**config.mk**
```make
export PLATFORM = sky130hd
export DESIGN_NAME = xpe_accum_threshold_flat
export DESIGN_NICKNAME = d
export VERILOG_FILES = /design/src/rtl/xpe_accum_threshold_if.sv /design/src/rtl/xpe_accum_threshold.sv /design/src/flat_wrapper.sv
export SDC_FILE = /design/constraint.sdc
export NUM_CORES = 1
export LEC_CHECK = 0
export CAP_MARGIN = 25
export CELL_PAD_IN_SITES_DETAIL_PLACEMENT = 1
export CELL_PAD_IN_SITES_GLOBAL_PLACEMENT = 2
export CORE_ASPECT_RATIO = 1.75
export CORE_MARGIN = 2
export CORE_UTILIZATION = 32
export DETAILED_ROUTE_END_ITERATION = 10
export PLACE_DENSITY = 0.86
export SKIP_CTS_REPAIR_TIMING = 1
export SLEW_MARGIN = 30
export SYNTH_ARGS = -nofsm -noshare
export SYNTH_HDL_FRONTEND = slang
export SYNTH_SLANG_ARGS = --single-unit
export TNS_END_PERCENT = 100
```
**constraint.sdc**
```tcl
create_clock -name clk -period 6.2 [get_ports clk]
set_input_delay 0.93 -clock clk [delete_from_list [all_inputs] [get_ports clk]]
set_output_delay 0.93 -clock clk [all_outputs]
set_load 0.03 [all_outputs]
```
**src/rtl/xpe_accum_threshold_if.sv**
```systemverilog
// Handshake/data bundle between the popcount PE, the accumulator and its consumer.
interface xpe_accum_threshold_if #(
    parameter int unsigned WORD_SIZE = 64,
    parameter int unsigned WORDS_MAX = 64
);
    localparam int unsigned PCW   = $clog2(WORD_SIZE + 1);
    localparam int unsigned NWW   = $clog2(WORDS_MAX + 1);
    localparam int unsigned ACC_W = $clog2(WORD_SIZE * WORDS_MAX + 1);

    logic [NWW-1:0]   cfg_num_words;
    logic [ACC_W-1:0] cfg_threshold;
    logic             in_valid;
    logic             in_ready;
    logic [PCW-1:0]   in_popcount;
    logic             out_valid;
    logic             out_ready;
    logic [ACC_W-1:0] out_sum;
    logic             out_bit;
    logic [15:0]      neuron_count;

    modport master (
        output cfg_num_words, cfg_threshold, in_valid, in_popcount, out_ready,
        input  in_ready, out_valid, out_sum, out_bit, neuron_count
    );

    modport slave (
        input  cfg_num_words, cfg_threshold, in_valid, in_popcount, out_ready,
        output in_ready, out_valid, out_sum, out_bit, neuron_count
    );
endinterface

```
**src/rtl/xpe_accum_threshold.sv**
```systemverilog
// Accumulates per-word popcounts over one neuron's fan-in and binarises the
// total against a threshold latched on the neuron's first beat.
module xpe_accum_threshold #(
    parameter int unsigned WORD_SIZE = 64,
    parameter int unsigned WORDS_MAX = 64
) (
    input  logic                   clk,
    input  logic                   rst,
    xpe_accum_threshold_if.slave   bus
);
    localparam int unsigned NWW   = $clog2(WORDS_MAX + 1);
    localparam int unsigned ACC_W = $clog2(WORD_SIZE * WORDS_MAX + 1);

    typedef enum logic [1:0] {
        IDLE  = 2'd0,
        ACCUM = 2'd1,
        EMIT  = 2'd2
    } state_t;

    state_t           state_q, state_d;
    logic [ACC_W-1:0] acc_q, acc_d;
    logic [NWW-1:0]   cnt_q, cnt_d;
    logic [NWW-1:0]   num_q, num_d;
    logic [ACC_W-1:0] thr_q, thr_d;
    logic [ACC_W-1:0] out_sum_q, out_sum_d;
    logic             out_bit_q, out_bit_d;
    logic [15:0]      count_q, count_d;

    logic             in_ready_c;
    logic             accept;
    logic             handoff;
    logic             first;
    logic             last;
    logic [NWW-1:0]   num_clamped;
    logic [NWW-1:0]   num_cur;
    logic [NWW-1:0]   cnt_cur;
    logic [ACC_W-1:0] acc_cur;
    logic [ACC_W-1:0] thr_cur;
    logic [ACC_W-1:0] sum;

    // Handshake decode; a beat seen outside ACCUM always starts a new neuron
    assign in_ready_c  = !rst && ((state_q != EMIT) || bus.out_ready);
    assign accept      = bus.in_valid && in_ready_c;
    assign handoff     = (state_q == EMIT) && bus.out_ready;
    assign first       = accept && (state_q != ACCUM);
    assign num_clamped = (bus.cfg_num_words == '0)               ? NWW'(1) :
                         (bus.cfg_num_words > NWW'(WORDS_MAX))   ? NWW'(WORDS_MAX) :
                                                                   bus.cfg_num_words;
    assign num_cur     = first ? num_clamped : num_q;
    assign thr_cur     = first ? bus.cfg_threshold : thr_q;
    assign cnt_cur     = first ? '0 : cnt_q;
    assign acc_cur     = first ? '0 : acc_q;
    assign sum         = acc_cur + ACC_W'(bus.in_popcount);
    assign last        = accept && (NWW'(cnt_cur + NWW'(1)) == num_cur);

    // State register
    always_ff @(posedge clk) begin
        if (rst) begin
            state_q <= IDLE;
        end else begin
            state_q <= state_d;
        end
    end

    // Next-state: EMIT holds until hand-off; a beat in the hand-off cycle acts as an IDLE first beat
    always_comb begin
        state_d = state_q;
        case (state_q)
            IDLE:    if (accept) state_d = last ? EMIT : ACCUM;
            ACCUM:   if (last) state_d = EMIT;
            EMIT: begin
                if (handoff) begin
                    if (accept) state_d = last ? EMIT : ACCUM;
                    else        state_d = IDLE;
                end
            end
            default: state_d = IDLE;
        endcase
    end

    // Datapath next values: latch config on first beat, accumulate, capture result on last beat
    always_comb begin
        acc_d     = acc_q;
        cnt_d     = cnt_q;
        num_d     = num_q;
        thr_d     = thr_q;
        out_sum_d = out_sum_q;
        out_bit_d = out_bit_q;
        count_d   = count_q + 16'(handoff);
        if (accept) begin
            num_d = num_cur;
            thr_d = thr_cur;
            if (last) begin
                acc_d     = '0;
                cnt_d     = '0;
                out_sum_d = sum;
                out_bit_d = (sum >= thr_cur);
            end else begin
                acc_d = sum;
                cnt_d = NWW'(cnt_cur + NWW'(1));
            end
        end
    end

    // Datapath registers
    always_ff @(posedge clk) begin
        if (rst) begin
            acc_q     <= '0;
            cnt_q     <= '0;
            num_q     <= '0;
            thr_q     <= '0;
            out_sum_q <= '0;
            out_bit_q <= 1'b0;
            count_q   <= '0;
        end else begin
            acc_q     <= acc_d;
            cnt_q     <= cnt_d;
            num_q     <= num_d;
            thr_q     <= thr_d;
            out_sum_q <= out_sum_d;
            out_bit_q <= out_bit_d;
            count_q   <= count_d;
        end
    end

    assign bus.in_ready     = in_ready_c;
    assign bus.out_valid    = (state_q == EMIT);
    assign bus.out_sum      = out_sum_q;
    assign bus.out_bit      = out_bit_q;
    assign bus.neuron_count = count_q;

endmodule

```
**src/flat_wrapper.sv**
```systemverilog
// flat-port wrapper written by rule: the top's interface ports become plain ports
module xpe_accum_threshold_flat 
#(
    parameter int unsigned WORD_SIZE = 64,
    parameter int unsigned WORDS_MAX = 64
)
  (clk, rst, bus_cfg_num_words, bus_cfg_threshold, bus_in_valid, bus_in_popcount, bus_out_ready, bus_in_ready, bus_out_valid, bus_out_sum, bus_out_bit, bus_neuron_count);
  xpe_accum_threshold_if #(.WORD_SIZE(WORD_SIZE), .WORDS_MAX(WORDS_MAX)) bus_i ();
  input  logic clk;
  input  logic rst;
  input wire logic [$bits(bus_i.cfg_num_words)-1:0] bus_cfg_num_words;
  input wire logic [$bits(bus_i.cfg_threshold)-1:0] bus_cfg_threshold;
  input wire logic [$bits(bus_i.in_valid)-1:0] bus_in_valid;
  input wire logic [$bits(bus_i.in_popcount)-1:0] bus_in_popcount;
  input wire logic [$bits(bus_i.out_ready)-1:0] bus_out_ready;
  output wire logic [$bits(bus_i.in_ready)-1:0] bus_in_ready;
  output wire logic [$bits(bus_i.out_valid)-1:0] bus_out_valid;
  output wire logic [$bits(bus_i.out_sum)-1:0] bus_out_sum;
  output wire logic [$bits(bus_i.out_bit)-1:0] bus_out_bit;
  output wire logic [$bits(bus_i.neuron_count)-1:0] bus_neuron_count;
  assign bus_i.cfg_num_words = bus_cfg_num_words;
  assign bus_i.cfg_threshold = bus_cfg_threshold;
  assign bus_i.in_valid = bus_in_valid;
  assign bus_i.in_popcount = bus_in_popcount;
  assign bus_i.out_ready = bus_out_ready;
  assign bus_in_ready = bus_i.in_ready;
  assign bus_out_valid = bus_i.out_valid;
  assign bus_out_sum = bus_i.out_sum;
  assign bus_out_bit = bus_i.out_bit;
  assign bus_neuron_count = bus_i.neuron_count;
  xpe_accum_threshold #(.WORD_SIZE(WORD_SIZE), .WORDS_MAX(WORDS_MAX)) u_core (.clk(clk), .rst(rst), .bus(bus_i));
endmodule
```
==> results.cfg, run 1 <==
[worst_setup_path]
critPathCaptureType = flip-flop
crit_fanout = 9
startpoint = bus_in_valid
required_ps = 6400
path_class = in2reg
reg2reg_from = u_core.state_q[1]
arrival_ps = 5220
start_kind = input pin

[global_routing]
grt_pass1_wl_um = 17700
gr-total-overflow = 0
track_usage = 0.180
grt_max_degree = 74
grt_pass1_vias = 3548
antenna_found_initial = 0

[final_layout]
area_growth_pct = 28.4
nets = 547
seqCellArea_um2 = 1440
fill_cells = 1349
multiInputGateArea_um2 = 2210
antenna_cells = 0
fin_area_um2 = 4850
final_common_cell = dfxtp_1
final_cell_mix = dfxtp_1 (72), clkdlybuf4s50_1 (61), nor2_1 (56)
drive_gt1_frac = 0.0504

[yosys]
syn-cell-area_um2 = 3780
synthArstFlopShare = 0
synthCells = 437
synth_edf_count = 0
syn-num-nets = 492
synth_cell_type_count = 47
ys_ff_latch = 72
yosys_warnings = 0
synth.avg_cell_area_um2 = 8.65
ys_seq_area_frac = 0.381
synth_flop_cell = dfxtp_1

[cts]
clk_root_buffer_cell = clkbuf_16
cts_sinks = 72
cts_tree = yes
cts_inserted_buffers = 9
clock_latency_ps = 350
clockBufferDepth = 2
cts.clk_slew.worst_paths_ps = 60
htreeDepth = 3

[detailed_routing]
vias_per_cell = 5.31
route.met2.wl_um = 5910
wirelength_um = 10600
wl_met3_um = 316
ant_nets = 0
top_layer = met4
wl_met1_um = 3990
wl_per_cell_um = 16.8
vias = 3351
drc = 1
drtPass1Iterations = 7
drtIter0Drc = 136

[timing]
slew_viol_final = 0
worst_pin_slew_ps = 964
rsz0062_at_grt = no
relSlewSlack = 0.357
finalHoldViolCount = 0
setup_viol = 0
hold_ws_ps = 457
finalCritPeriodShare = 0.809
fmax_ghz = 0.199
skew_ps = 6.39
setup_tns_ps = 0
final.min_clock_period_ps = 5020

[min_path]
hp-class = reg2reg
hold_start = u_core.acc_q[0]

[run_status]
violations = design-rule violations
run_status = finished with violations

[floorplan]
ios = 63
die_w_um = 86.2
die_h_um = 148
start_util = 0.328
dieArea_um2 = 12700
row_count = 52
core_area_um2 = 11500

[placement]
dpl.hpwl_um = 7770
place_congestion = 0.745
io_buffers = 62
postPlaceCellArea_um2 = 4510

[pwr]
power_density_nw_per_um2 = 264
ir_drop_v = 0.000194
p_leak_nw = 1.85

[run]
max_cap_violations = 0
cell type report:
class	instances	area share
clock inverters	5	0.0214
multi-input cells	334	0.456
inverters	7	0.00541
flip-flops and latches	72	0.297
repair buffers	68	0.136
clock buffers	10	0.0492
well taps	135	0.0348
flip-flops by register name (all words and copies together), names as in the netlist:
name and count:
u_core.thr_q 13, u_core.cnt_q 7, u_core.bus.neuron_count 16, u_core.bus.out_sum 13, u_core.acc_q 13, u_core.state_q 2, u_core.num_q 7, u_core.bus.out_bit 1
cells in the mapped netlist (all sizes together), types with 9 or more instances:
cell type,number,share of area
nand2,37,0.037
mux2i,27,0.071
dfxtp,72,0.38
a21oi,25,0.033
xor2,19,0.044
clkbuf,16,0.016
ha,23,0.076
xnor2,13,0.030
nor2,56,0.056
nand3,20,0.026
nand4,10,0.017
and2,13,0.022
o21ai,11,0.015
nor2b,9,0.015
worst paths after layout:
path	end	slack [ps]	cells past startpoint
setup / recovery	u_core.bus.out_bit	1180	18
setup reg to reg	u_core.bus.out_bit	1830	17
hold / removal	u_core.acc_q[0]	460	2
hold reg to reg	u_core.acc_q[0]	460	2
worst max-delay path: stages:
cell             delay, ps
clkdlybuf4s50_1        520
nand2b_1               100
or3_1                  510
and2_1                 230
ha_1                   200
inv_1                   70
fa_1                   210
nor2b_1                 70
o31a_1                 270
o211ai_1               450
nand3_1                130
o21ai_1                150
ha_1                   280
and4_1                 180
a2111oi_0              460
a31oi_1                130
and4b_1                250
nor3_1                  40
cell families after synthesis:
| group | synth area share |
|---|---|
| adder cells (fa/ha/maj) | 0.0814 |
| flip-flops | 0.381 |
| multiplexers | 0.0715 |
| XOR/XNOR | 0.0741 |
| AO/OA/AOI/OAI | 0.113 |
| AND/OR/NAND/NOR | 0.243 |
| buffers and inverters | 0.0361 |
stage by stage:
stage / total power (W) / util / setup slack [ps] / cells
floorplan: 0.000619 / - / 1410 / 437
global placement: 0.000680 / 0.392 / 967 / 616
detailed placement: 0.000686 / 0.392 / 796 / 616
CTS: 0.00130 / 0.422 / 1150 / 631
global route: 0.00134 / 0.422 / 749 / 631
finish: 0.00128 / 0.422 / 1180 / 631
per-layer routing:
metal	global-route usage	vias to the layer above
li1	-	1631
met1	0.182	1625
met2	0.331	70
met3	0.0391	25
met4	0.104	0
met5	0	-
report_power, final:
group	internal (W)	switching, W
Sequential	0.000477	0.00000862
Combinational	0.0000817	0.000108
Clock	0.000402	0.000204
No activity file was read; power rests on OpenSTA's default activity.
==> inputs of run 2 (changes only) <==
- clock period: 6.2 -> 4.95 ns (I/O delays scaled with it)
==> run 2 against run 1 <==
- the flow still finishes with violations (design-rule violations)
- die area stayed put
- clock skew is 1.4 ps lower
- hold slack worse by 7.0 ps
- sequential share of layout area is 0.20 points lower
- global-route usage hardly changed
- critical path depth is 1 lower
- worst setup slack worse by 800 ps
- flip-flop and latch count stayed put
- via count is 0.18% lower
- routed wire length is 1.8% higher
==> results.cfg, run 2 (synthesis results as in run 1) <==
[run_status]
run_status = finished with violations
violations = design-rule violations

[final_layout]
antenna_cells = 0
final_cell_mix = dfxtp_1 (72), clkdlybuf4s50_1 (61), nor2_1 (56)
fin_area_um2 = 4890
final_common_cell = dfxtp_1
seqCellArea_um2 = 1440
largest_reg_flops = 16
area_growth_pct = 29.3
fill_cells = 1355
nets = 554
drive_gt1_frac = 0.0615
multiInputGateArea_um2 = 2210

[floorplan]
die_h_um = 148
core_area_um2 = 11500
die_w_um = 86.2
row_count = 52
dieArea_um2 = 12700
start_util = 0.328
ios = 63

[min_path]
min_to = u_core.acc_q[0]
hold_start = u_core.acc_q[0]
hp-class = reg2reg
min_path_cells = 2

[timing]
fmax_ghz = 0.219
setup_viol = 0
rsz0062_at_grt = no
skew_ps = 4.98
final.min_clock_period_ps = 4560
setup_tns_ps = 0
relSlewSlack = 0.419
finalHoldViolCount = 0
worst_pin_slew_ps = 871
slew_viol_final = 0
finalCritPeriodShare = 0.922

[cts]
cts.clk_slew.worst_paths_ps = 60
clockBufferDepth = 2
clk_root_buffer_cell = clkbuf_16
htreeDepth = 3
cts_inserted_buffers = 9
clock_latency_ps = 330
cts_sinks = 72
cts_tree = yes

[run]
max_cap_violations = 0

[pwr]
finalPower_w = 0.00157
intPower_w = 0.00116
p_leak_nw = 1.86
combPwrFrac = 0.157
clkPwrFrac = 0.455
swShare = 0.257
power_density_nw_per_um2 = 320
seq_power_share = 0.388
ir_drop_v = 0.000183
netSwitchingPower_w = 0.000402

[worst_setup_path]
rrSetupSlack_ps = 850
rr_worst_depth = 17
cpPeakStageDelay_ps = 520
reg2reg_from = u_core.state_q[1]
required_ps = 5130
slowest_stage = clkdlybuf4s50_1
critPathCaptureType = flip-flop
crit_chain = clkdlybuf4s50_1, nor3b_1, or3_1, buf_4, and2_1, ha_1, nor2b_1, o31a_1, o211ai_1, nand3_1, o21ai_1, ha_1, and4_1, a2111oi_0, a31oi_1, and4b_1, nor3_1
cpMostUsedCell = ha_1
r2r_end = u_core.bus.out_bit
path_class = in2reg
arrival_ps = 4750
crit_fanout = 10
start_kind = input pin

[detailed_routing]
drc = 1
wl_per_cell_um = 16.9
ant_nets = 0
drtIter0Drc = 107
drtPass1Iterations = 7
vias_per_cell = 5.23
wirelength_um = 10800
vias = 3345

[global_routing]
track_usage = 0.181
grt_pass1_wl_um = 17900
grt_pass1_vias = 3576
gr-total-overflow = 0
antenna_found_initial = 0
grt_max_degree = 74

[placement]
dpl.hpwl_um = 7860
io_buffers = 62
place_congestion = 0.829
postPlaceCellArea_um2 = 4560
-- run 2: changes by cell type in the layout (fill, tap and decap cells not counted), sizes merged --
cell,before,now
clkbuf,10,12
clkinvlp,0,1
bufinv,3,2
buf,7,14
clkinv,1,0
-- run 2: metrics by stage --
step / hold WS, ps / instances / utilization / worst slack [ps]
5_1_grt: 475 / 639 / 0.424 / 120
3_5_place_dp: 443 / 623 / 0.396 / 17.8
4_1_cts: 451 / 639 / 0.424 / 363
3_3_place_gp: 436 / 623 / 0.396 / 100
2_1_floorplan: 427 / 437 / - / 343
6_report: 450 / 639 / 0.424 / 386
-- run 2: critical path: cells and delay by family --
family / cells / cell delay, ps
AND/OR/NAND/NOR: 8 / 1430
AO/OA/AOI/OAI: 5 / 1260
adder cells (fa/ha/maj): 2 / 590
buffers and inverters: 2 / 720
-- run 2: how the worst max path moves through the flow --
stage,slack (ps),endpoint,from,depth (start not counted)
finish,390,u_core.bus.out_bit,bus_out_ready,17
detailed placement,20,u_core.bus.out_bit,bus_out_ready,17
global route,120,u_core.bus.out_bit,bus_out_ready,17
CTS,360,u_core.bus.out_bit,bus_out_ready,17
floorplan,340,u_core.bus.out_bit,bus_out_ready,20
global placement,100,u_core.bus.out_bit,bus_out_ready,17
-- run 2: per-layer routing --
metal,up-vias,GRT usage,share of wire
met2,48,0.350,0.58
met5,-,0,0
met1,1629,0.182,0.38
met4,0,0.0727,0.022
met3,19,0.0357,0.024
li1,1649,-,-
-- run 2: area by class of cell --
type / count / area share
clock buffers: 12 / 0.0504
clock inverters: 4 / 0.0156
inverters: 7 / 0.00538
multi-input cells: 334 / 0.453
flip-flops and latches: 72 / 0.295
well taps: 135 / 0.0346
repair buffers: 75 / 0.146
-- run 2: power groups by stage --
stage | clock network (W) | logic [W] | registers (W)
2_1_floorplan | 0 | 0.000154 | 0.000621
3_3_place_gp | 0 | 0.000240 | 0.000620
3_5_place_dp | 0 | 0.000246 | 0.000621
4_1_cts | 0.000732 | 0.000249 | 0.000608
5_1_grt | 0.000759 | 0.000274 | 0.000610
6_report | 0.000713 | 0.000246 | 0.000608
